**src/rtl/rv_core_pkg.sv**
```systemverilog
// Shared core definitions: architectural sizes and the register index type
// used by the write-back arbiter and its scoreboard.
package rv_core_pkg;
  localparam int XLEN = 32;
  localparam int NREG = 32;

  typedef logic [4:0] reg_idx_t;

  localparam reg_idx_t REG_ZERO = 5'd0;
endpackage

```
**src/rtl/rf_scoreboard.sv**
```systemverilog
// Register scoreboard: one busy bit per architectural register, marking
// destinations still owned by the multi-cycle unit.
// Ports:
//   clk, reset          clock, async active-high reset (clears all bits)
//   set_en / set_idx    mark a register busy at the next edge
//   clr_en / clr_idx    mark a register free at the next edge
//   look_idx[2:0]       three combinational lookups (rs1, rs2, rd)
//   look_busy[2:0]      busy bit for each lookup
//   busy_vec            full scoreboard state
module rf_scoreboard
  import rv_core_pkg::*;
#(
  parameter int NREG = rv_core_pkg::NREG
) (
  input  logic                clk,
  input  logic                reset,
  input  logic                set_en,
  input  reg_idx_t            set_idx,
  input  logic                clr_en,
  input  reg_idx_t            clr_idx,
  input  reg_idx_t [2:0]      look_idx,
  output logic     [2:0]      look_busy,
  output logic     [NREG-1:0] busy_vec
);

  logic [NREG-1:0] busy;

  // Set and clear never target the same index (the issue stall prevents a
  // WAW against a pending entry), so their order here only matters for x0,
  // which is forced back to zero last.
  always_ff @(posedge clk or posedge reset) begin
    if (reset) begin
      busy <= '0;
    end else begin
      if (set_en) busy[set_idx] <= 1'b1;
      if (clr_en) busy[clr_idx] <= 1'b0;
      busy[0] <= 1'b0;
    end
  end

  for (genvar i = 0; i < 3; i++) begin : g_look
    assign look_busy[i] = busy[look_idx[i]];
  end

  assign busy_vec = busy;

endmodule

```
**src/rtl/rf_wb_arbiter.sv**
```systemverilog
// Write-back arbiter in front of the register file's single write port.
// Port A (pipeline write-back) has fixed priority and never stalls; port B
// (multi-cycle unit) uses valid/ready. Destinations pending in port B are
// tracked in a scoreboard and issue stalls on RAW/WAW hazards against them.
// A starvation counter forces issue to stall once B has waited STARVE_LIMIT
// cycles, so the pipeline drains and B gets the port.
// Ports:
//   clk, reset                     clock, async active-high reset
//   issue_*                        decode/issue request, issue_stall back
//   a_valid/a_rd/a_data            pipeline write-back
//   b_valid/b_rd/b_data, b_ready   multi-cycle result handshake
//   reg_we/rd/wd                   register file write port
//   busy_vec                       scoreboard state
module rf_wb_arbiter
  import rv_core_pkg::*;
#(
  parameter int XLEN         = rv_core_pkg::XLEN,
  parameter int NREG         = rv_core_pkg::NREG,
  parameter int STARVE_LIMIT = 8
) (
  input  logic            clk,
  input  logic            reset,
  input  logic            issue_valid,
  input  logic            issue_long,
  input  reg_idx_t        issue_rd,
  input  reg_idx_t        issue_rs1,
  input  reg_idx_t        issue_rs2,
  output logic            issue_stall,
  input  logic            a_valid,
  input  reg_idx_t        a_rd,
  input  logic [XLEN-1:0] a_data,
  input  logic            b_valid,
  input  reg_idx_t        b_rd,
  input  logic [XLEN-1:0] b_data,
  output logic            b_ready,
  output logic            reg_we,
  output reg_idx_t        rd,
  output logic [XLEN-1:0] wd,
  output logic [NREG-1:0] busy_vec
);

  localparam int CW = $clog2(STARVE_LIMIT + 1);

  logic          a_occ, b_xfer, haz, starve, accept;
  logic [2:0]    look_busy;
  logic [CW-1:0] wait_cnt;

  // x0 writes are dropped, so an A request to x0 leaves the port free for B.
  assign a_occ  = a_valid && (a_rd != REG_ZERO);
  assign b_xfer = b_valid && b_ready;

  rf_scoreboard #(.NREG(NREG)) u_sb (
    .clk       (clk),
    .reset     (reset),
    .set_en    (accept && issue_long),
    .set_idx   (issue_rd),
    .clr_en    (b_xfer),
    .clr_idx   (b_rd),
    .look_idx  ({issue_rd, issue_rs2, issue_rs1}),
    .look_busy (look_busy),
    .busy_vec  (busy_vec)
  );

  assign haz         = |look_busy;
  assign starve      = (wait_cnt == CW'(STARVE_LIMIT));
  assign issue_stall = !reset && issue_valid && (haz || starve);
  assign accept      = issue_valid && !issue_stall;

  // Write-port mux; everything is forced quiet while reset is asserted.
  always_comb begin
    reg_we  = 1'b0;
    rd      = REG_ZERO;
    wd      = '0;
    b_ready = 1'b0;
    if (!reset) begin
      if (a_occ) begin
        reg_we = 1'b1;
        rd     = a_rd;
        wd     = a_data;
      end else begin
        b_ready = 1'b1;
        if (b_valid && (b_rd != REG_ZERO)) begin
          reg_we = 1'b1;
          rd     = b_rd;
          wd     = b_data;
        end
      end
    end
  end

  // Counts cycles B is held off by A; saturates so starve stays asserted
  // until B actually transfers.
  always_ff @(posedge clk or posedge reset) begin
    if (reset) begin
      wait_cnt <= '0;
    end else if (b_xfer) begin
      wait_cnt <= '0;
    end else if (b_valid && !b_ready && !starve) begin
      wait_cnt <= wait_cnt + 1'b1;
    end
  end

  // A must never target a register still owned by the multi-cycle unit.
  a_not_busy: assert property (@(posedge clk) disable iff (reset)
    !(a_occ && busy_vec[a_rd]));

endmodule

```
**config.mk**
```make
export PLATFORM = sky130hd
export DESIGN_NAME = rf_wb_arbiter
export DESIGN_NICKNAME = d
export VERILOG_FILES = /design/src/rtl/rv_core_pkg.sv /design/src/rtl/rf_scoreboard.sv /design/src/rtl/rf_wb_arbiter.sv
export SDC_FILE = /design/constraint.sdc
export NUM_CORES = 1
export LEC_CHECK = 0
export CORE_MARGIN = 2
export CORE_UTILIZATION = 40
export CTS_BUF_LIST = sky130_fd_sc_hd__clkbuf_8
export DETAILED_ROUTE_END_ITERATION = 8
export PLACE_DENSITY = 0.8
export SYNTH_ARGS = -nofsm -noshare
export SYNTH_HDL_FRONTEND = slang
export SYNTH_SLANG_ARGS = --single-unit
```
**constraint.sdc**
```tcl
create_clock -name clk -period 4.28 [get_ports clk]
set_input_delay 1.07 -clock clk [delete_from_list [all_inputs] [get_ports clk]]
set_output_delay 1.07 -clock clk [all_outputs]
set_load 0.005 [all_outputs]
```
**After elaboration in Yosys (flattened, before gate mapping)**

Index checks and enable logic that the tools add are counted.

- Add/subtract/negate cells: 1
- Magnitude comparators: 6
- Eq/ne operators: 1
- Muxes and demuxes: 25
- Bitwise gates (word level): 3
- Reduce and logical (&&, ||, !) cells: 20

Operator list:

| cell | number |
|---|---|
| two-way mux 32 bit | 5 |
| AND 32 bit | 1 |
| NOT 32 bit | 1 |
| OR 32 bit | 1 |
| < comparator 5 x 6 -> 1 bit, second input constant | 4 |
| binary-select mux 1 bit (select 5 bit) | 3 |
| two-way mux 5 bit | 3 |
| logical AND 1 bit | 11 |
| demux 1 bit (select 5 bit) | 2 |
| >= comparator 5 x 1 -> 1 bit, second input constant | 2 |
| two-way mux 1 bit | 10 |
| nonzero test 5 bit | 2 |
| two-way mux 4 bit | 2 |
| adder 4 x 1 -> 4 bit, second input constant | 1 |
| equality test 4 bit, second input constant | 1 |
| logical NOT 1 bit | 4 |
| OR reduction 3 bit | 1 |
| nonzero test 2 bit | 1 |
| logical OR 1 bit | 1 |

- Flip-flop bits (word level): 35
- Output and inout bits: 72
- Word-level logic and storage cells: 58

**Longest topological paths before layout**

Gate-level depths: netlist of run 1.

- Depth in word-level cells: 11
- Gate-level depth with buffers: 9
- Mapped depth without buffers: 7

**By module**

A second synthesis of run 1 with hierarchy kept.

- Cell total of the unflattened synthesis: 371
- Area, all modules: 3208.1 um^2

By module, submodules not included:

| module | instances | cells an instance | area each (um^2) |
|---|---|---|---|
| rf_scoreboard | 1 | 237 | 2208.4 |
| rf_wb_arbiter | 1 | 134 | 999.7 |

**Least setup slack after synthesis of run 1**

Ideal clock, no wire load.

- Path type: in2out
- Start: input issue_rs2[0]
- End: output issue_stall
- Data arrival time: 3031 ps
- Data required time: 3210 ps
- Setup slack: 179 ps
- Stages on the path: 7
- Cell sequence: buf_6 > mux4_2 > nand4_1 > o311ai_1 > or4_4 > o41ai_4 > nor2_1

- Cells in the longest elaborated chain, start to end: 5

RTL lines:

| item | line | text |
|---|---|---|
| start, declared | rf_wb_arbiter.sv:27 | `input reg_idx_t issue_rs2,` |
| binary-select mux 1 bit (select 5 bit) | rf_scoreboard.sv:42 | `assign look_busy[i] = busy[look_idx[i]];` |
| two-way mux 1 bit (implied by the code) | rf_scoreboard.sv:42 |  |
| OR reduction 3 bit | rf_wb_arbiter.sv:64 | `assign haz = \|look_busy;` |
| logical OR 1 bit | rf_wb_arbiter.sv:66 | `assign issue_stall = !reset && issue_valid && (haz \|\| starve);` |
| logical AND 1 bit | rf_wb_arbiter.sv:66 |  |
| end, declared | rf_wb_arbiter.sv:28 | `output logic issue_stall,` |

No other way between the ends. The select of a mux whose other input is x is not followed.

**Final worst setup path of run 1**

- Start: input a_rd[0]
- End: output wd[0]

- Cells in the longest elaborated chain, start to end: 4

RTL lines:

| item | line | text |
|---|---|---|
| start, declared | rf_wb_arbiter.sv:30 | `input reg_idx_t a_rd,` |
| nonzero test 5 bit | rf_wb_arbiter.sv:49 | `assign a_occ = a_valid && (a_rd != REG_ZERO);` |
| logical AND 1 bit | rf_wb_arbiter.sv:49 |  |
| two-way mux 32 bit | rf_wb_arbiter.sv:76 | `if (a_occ) begin` |
| two-way mux 32 bit | rf_wb_arbiter.sv:75 | `if (!reset) begin` |
| end, declared | rf_wb_arbiter.sv:38 | `output logic [XLEN-1:0] wd,` |

No other way between the ends.

==> results of run 1 <==
## state kept, by name (all words and copies together) (netlist names)
signal,count
wait_cnt,4
u_sb.busy_vec,31
## per-stage QoR
step / setup slack, ps / hold slack [ps]
floorplan: 179.0 / 470.4
global placement: -528.3 / 488.3
detailed placement: -599.0 / 504.6
CTS: -43.35 / 514.7
global route: -58.62 / 568.8
finish: 31.23 / 512.6
## placed cells by master (no fill, tap or decap), drive strengths merged, types with 8 or more instances in the layout
cell	instances
a21oi	46
a221oi	21
buf	61
clkbuf	8
clkdlybuf4s15	12
clkdlybuf4s50	119
dfrtp	35
dlymetal6s2s	25
inv	45
mux2i	12
mux4	11
nand2	85
nor2	36
o21ai	8
o22ai	11
## report_power, final
part	switching, mW	leakage, nW	total (mW)	internal, mW
registers	0.0167	0.482	0.363	0.346
logic	0.188	2.12	0.421	0.233
clock network	0.136	0.0581	0.309	0.174
## cell type report
type / instances / share of cell area (%)
Inverter: 45 / 2.979
Clock buffer: 5 / 1.214
Timing Repair Buffer: 226 / 39.52
Clock inverter: 3 / 0.7723
Multi-Input combinational cell: 315 / 37.75
Sequential cell: 35 / 15.45
Tap cell: 105 / 2.317
## critical path, delay by kind of cell
family / cells / cell delay (ps)
and+or+nand+nor: 3 / 760
buffers and inverters: 5 / 1070
AOI/OAI and AO/OA: 2 / 280
## logic make-up after synthesis
kind of cell | Yosys count | share of synthesized area, %
AO/OA/AOI/OAI | 119 | 25.01
adder cells (fa/ha/maj) | 2 | 0.7498
buffers and inverters | 70 | 10.46
flip-flops | 35 | 26.25
multiplexers | 29 | 13.50
other | 1 | 0.1124
AND/OR/NAND/NOR | 164 | 23.92
## worst paths after layout
kind | slack [ps] | to | start
worst max register to register | 1170 | u_sb.busy_vec[4]$_DFF_PP0_ | u_sb.busy_vec[7]$_DFF_PP0_
min in group asynchronous | 1470 | u_sb.busy_vec[3]$_DFF_PP0_ | reset
max in group asynchronous | 2470 | u_sb.busy_vec[4]$_DFF_PP0_ | reset
worst min register to register | 510 | wait_cnt[2]$_DFFE_PP0P_ | wait_cnt[2]$_DFFE_PP0P_
worst min-delay path | 510 | wait_cnt[2]$_DFFE_PP0P_ | wait_cnt[2]$_DFFE_PP0P_
worst max-delay path | 30 | wd[0] | a_rd[0]
## per-layer routing
metal	routed length (um)	up-vias	track usage (%)
met5	0	-	0
met4	561	0	13.65
met3	1135	47	6.087
met2	7083	253	52.00
met1	5024	1977	34.01
li1	-	1931	-
## repair_timing
| item | in CTS | in global routing |
|---|---|---|
| endpoints found under the setup margin | 36 | 26 |
| gates cloned | 0 | 3 |
| buffers inserted | 2 | 5 |
| pin swaps | 2 | 1 |
| endpoints found under the hold margin | 0 | 0 |
| resized for setup | 41 | 47 |
==> flow_summary_export.csv, run 1 <==
group,metric,value,unit
synthesis,synth_largest_area_cell,"dfrtp_1",
run_status,outcome,"complete, no violations",
route,ant_nets,0,
timing,setup_viol,0,
cells_and_area,fin_nets,725,
synthesis,netlist.area_leader.share,26.25,%
min_path,holdPathStages,1,
timing,slew_violations,0,
power_and_ir_drop,total_power,1.093,mW
setup_path,cp_slowest_cell,"or4_4",
route,num_vias,4208,
cts,htree_levels,2,
setup_path,path_common_cell,"buf_6",
place,placedCellCount,716,
synthesis,yosysMostFrequentCell,"nand2_1",
cts,clock-sinks,35,
global_route,grt_overflow,0,
cells_and_area,syn2layout_area_growth,69.93,%
cells_and_area,fin_area,5670,um^2
setup_path,slowest_delay,570,ps
job,max-cap-violations,0,
synthesis,async_flop_share,100.0,%
synthesis,yosys_warnings,0,
timing,fmax,0.2354,GHz
synthesis,synth_seq_cells,35,
timing,setup_tns,0,ps
synthesis,yosys-top-cells-count,"85 x nand2_1, 46 x a21oi_1, 45 x inv_1, 36 x nor2_1, 35 x dfrtp_1",
route,drt-pass1-iter-count,5,
cells_and_area,multi_input_area,2141,um^2
setup_path,critPathArrivalTime,3180,ps
cells_and_area,post-route-util,69.71,%
timing,skew,13.45,ps
min_path,hp-class,"reg2reg",
timing,rsz0062_at_grt,"yes",
global_route,grt_pass1_vias,4073,
cts,cts_tree,"yes",
synthesis,synth_area,3337,um^2
timing,tightest_slew,573.8,ps
floorplan,core_area,8134,um^2
cts,clockBufferDepth,2,
synthesis,seq_area_frac_synth,26.25,%
cts,clk_pin_slew,80,ps
timing,fin_crit_sh,99.27,%
floorplan,die_x,95.34,um
timing,min_period,4249,ps
synthesis,synth_area_per_cell,7.945,um^2
global_route,grt_first_pass_wirelength,20.58,mm
route,avgViaCountPerCell,5.733,
route,drc,0,
route,wirelength,13.81,mm
route,drt-initial-drc-count,469,
timing,max-slew-margin-rel,61.66,%
setup_path,path_cells,"clkdlybuf4s50_1 -> or4_4 -> o21ai_4 -> buf_6 -> nand2_2 -> nand2_4 -> buf_6 -> clkbuf_16 -> a21oi_1 -> clkdlybuf4s15_1",
cts,cts_buffers,5,
setup_path,critPathRequiredTime,3210,ps
place,hpwlAfterDp,10.80,mm
power_and_ir_drop,irDropWorstVdd,0.0001075,V
synthesis,synth_nets,517,
cells_and_area,register_area,875.8,um^2
cells_and_area,final_layout_size_suffix_gt1_share,17.17,%
floorplan,dieArea,9089,um^2
cells_and_area,n_fill_cell,613,
cells_and_area,antenna_cells,0,
timing,hold_violations,0,
place,routabilityCongestion,0.9206,
synthesis,ys.flop_type,"dfrtp_1",
cts,clk_latency,300,ps
synthesis,synthCells,420,
floorplan,die_y,95.34,um
floorplan,std_cell_rows,33,
global_route,antenna_found_initial,0,
global_route,grtUsageTotal,29.45,%
cells_and_area,final_cell_count_no_fill,734,
route,wire_per_inst,18.81,um
place,io_buffers,165,
floorplan,io_pins,167,
floorplan,start_util,41.02,%
place,placed_cell_area,5339,um^2
synthesis,synth_cell_types,62,
synthesis,synth_area_leaders,"dfrtp_1 26%, nand2_1 9.6%, a21oi_1 6.9%",
synthesis,synth_edf_count,0,
setup_path,crit_type,"in2out",
power_and_ir_drop,p_leak,2.655,nW
cts,cts_root_buf,"clkbuf_8",
global_route,grt_max_degree,36,
setup_path,r2r_cells,8,
setup_path,path_max_fanout,11,
power_and_ir_drop,powerDensity,192.8,nW/um^2
cts,ctsHoldBuffers,0,
setup_path,endpoint_kind,"output pin",
setup_path,start_kind,"input port",
Power figures use the tool's default switching activity.
==> inputs of run 2 (changes only) <==
Settings changed: PLACE_DENSITY 0.8 to 0.82.
==> run 2 against run 1 <==
  * Maximum frequency up 0.67%
  * Die area unchanged
  * Clock-buffer cell count up 2
  * Critical path type unchanged
  * Largest cell class is now multi-input combinational cells
  * Setup slack better by 28 ps
==> flow_summary_export.csv, run 2 (synthesis gave the netlist of run 1 again) <==
group,metric,value,unit
cells_and_area,largest_reg_flops,31,
floorplan,start_util,41.02,%
timing,whs,516.1,ps
place,hpwlAfterDp,11.26,mm
cts,clock-sinks,35,
cells_and_area,register_area,875.8,um^2
route,ant_nets,0,
setup_path,rr_endpoint,"u_sb.busy_vec[23]$_DFF_PP0_",
floorplan,dieArea,9089,um^2
cells_and_area,post-route-util,68.45,%
power_and_ir_drop,p_int,0.7147,mW
cts,clk_latency,290,ps
setup_path,crit_type,"in2out",
floorplan,die_y,95.34,um
global_route,grt_overflow,0,
cts,clk_pin_slew,70,ps
timing,setup_tns,0,ps
timing,hold_violations,0,
timing,fmax,0.2369,GHz
cells_and_area,antenna_cells,0,
timing,min_period,4220,ps
cells_and_area,final_common_cell,"clkdlybuf4s50_1",
timing,tightest_slew,590.2,ps
floorplan,core_area,8134,um^2
global_route,grt_pass1_vias,4134,
cts,htree_levels,2,
route,drt-initial-drc-count,388,
power_and_ir_drop,switchingPower,0.3288,mW
power_and_ir_drop,p_comb_share,39.7,%
cts,ctsHoldBuffers,0,
setup_path,r2r_slack,1350,ps
route,avgViaCountPerCell,5.799,
global_route,grt_max_degree,35,
cts,clockBufferDepth,2,
cts,cts_root_buf,"clkbuf_8",
setup_path,start_kind,"input port",
cells_and_area,syn2layout_area_growth,66.85,%
power_and_ir_drop,pwr-share-seq,34.8,%
power_and_ir_drop,total_power,1.043,mW
power_and_ir_drop,sw_frac_of_total,31.51,%
setup_path,path_max_fanout,17,
setup_path,critPathRequiredTime,3210,ps
global_route,antenna_found_initial,0,
min_path,hp-class,"reg2reg",
setup_path,crit_end,"wd[22]",
floorplan,io_pins,167,
setup_path,rr_startpoint,"u_sb.busy_vec[7]$_DFF_PP0_",
cts,cts_buffers,5,
floorplan,std_cell_rows,33,
run_status,outcome,"complete, no violations",
cells_and_area,n_fill_cell,642,
cells_and_area,layout_common_cells,"116 x clkdlybuf4s50_1, 84 x nand2_1, 54 x buf_4",
global_route,grtUsageTotal,31.12,%
power_and_ir_drop,powerDensity,187.4,nW/um^2
setup_path,critPathArrivalTime,3150,ps
place,io_buffers,165,
route,drc,0,
timing,max-slew-margin-rel,60.57,%
timing,setup_viol,0,
setup_path,endpoint_kind,"output pin",
cells_and_area,multi_input_area,2156,um^2
power_and_ir_drop,power_frac_clock,25.5,%
cells_and_area,final_layout_size_suffix_gt1_share,16.61,%
global_route,grt_first_pass_wirelength,21.45,mm
setup_path,cp-startpoint,"a_rd[1]",
route,drt-pass1-iter-count,5,
timing,skew,4.080,ps
cts,cts_tree,"yes",
power_and_ir_drop,irDropWorstVdd,0.0001561,V
route,num_vias,4239,
place,placed_cell_area,5336,um^2
place,routabilityCongestion,0.9475,
floorplan,die_x,95.34,um
setup_path,r2r_cells,7,
power_and_ir_drop,p_leak,2.513,nW
cells_and_area,fin_area,5568,um^2
timing,fin_crit_sh,98.61,%
route,wire_per_inst,19.56,um
timing,slew_violations,0,
cells_and_area,fin_nets,722,
job,max-cap-violations,0,
route,wirelength,14.30,mm
## run 2: routing by layer
layer,share of wire (%),vias up,track usage [%]
li1,-,1927,-
met1,35,1976,34.81
met2,50,286,54.93
met3,9.5,50,7.115
met4,4.9,0,16.18
met5,0,-,0
## run 2: critical path: stages
cell and delay [ps]:
clkdlybuf4s50_1 430, or4_4 550, o21ai_4 160, buf_4 120, nand2_1 60, nand2_2 120
buf_4 130, clkbuf_16 160, a21oi_1 50, dlygate4sd2_1 290
## run 2: how the worst min path moves through the flow
stage	endpoint	from	slack [ps]	cells after the start
after floorplan	wait_cnt[2]$_DFFE_PP0P_	wait_cnt[2]$_DFFE_PP0P_	470	1
after global placement	wait_cnt[2]$_DFFE_PP0P_	wait_cnt[2]$_DFFE_PP0P_	500	1
after detailed placement	wait_cnt[2]$_DFFE_PP0P_	wait_cnt[2]$_DFFE_PP0P_	510	1
after CTS	wait_cnt[2]$_DFFE_PP0P_	wait_cnt[2]$_DFFE_PP0P_	520	1
after global routing	wait_cnt[2]$_DFFE_PP0P_	wait_cnt[2]$_DFFE_PP0P_	570	1
final	wait_cnt[2]$_DFFE_PP0P_	wait_cnt[2]$_DFFE_PP0P_	520	1
## run 2: power by group through the flow
stage	logic (mW)	clock network [mW]	registers, mW
2_1_floorplan	0.179	0	0.364
3_3_place_gp	0.396	0	0.367
6_report	0.414	0.266	0.363
3_5_place_dp	0.406	0	0.369
4_1_cts	0.402	0.265	0.363
5_1_grt	0.447	0.278	0.365
## run 2: layout make-up
cell class              count  share of cell area (%)
clock buffers               7                   1.730
clock inverters             1                 0.06742
inverters                  45                   3.034
multi-input cells         315                   38.72
flip-flops and latches     35                   15.73
well taps                 105                   2.360
repair buffers            223                   38.36
## run 2: metrics by stage
stage | std cells | worst slack, ps
after detailed placement | 714 | -540.7
after floorplan | 420 | 179.0
final | 731 | 59.67
after global placement | 714 | -536.9
after global routing | 731 | -7.850
after CTS | 726 | -38.15
## run 2: what timing repair did
action	in CTS	in global routing
pin swaps	2	2
endpoints found under the setup margin	34	12
gates resized for setup	49	24
gates cloned	1	1
buffers inserted	3	4
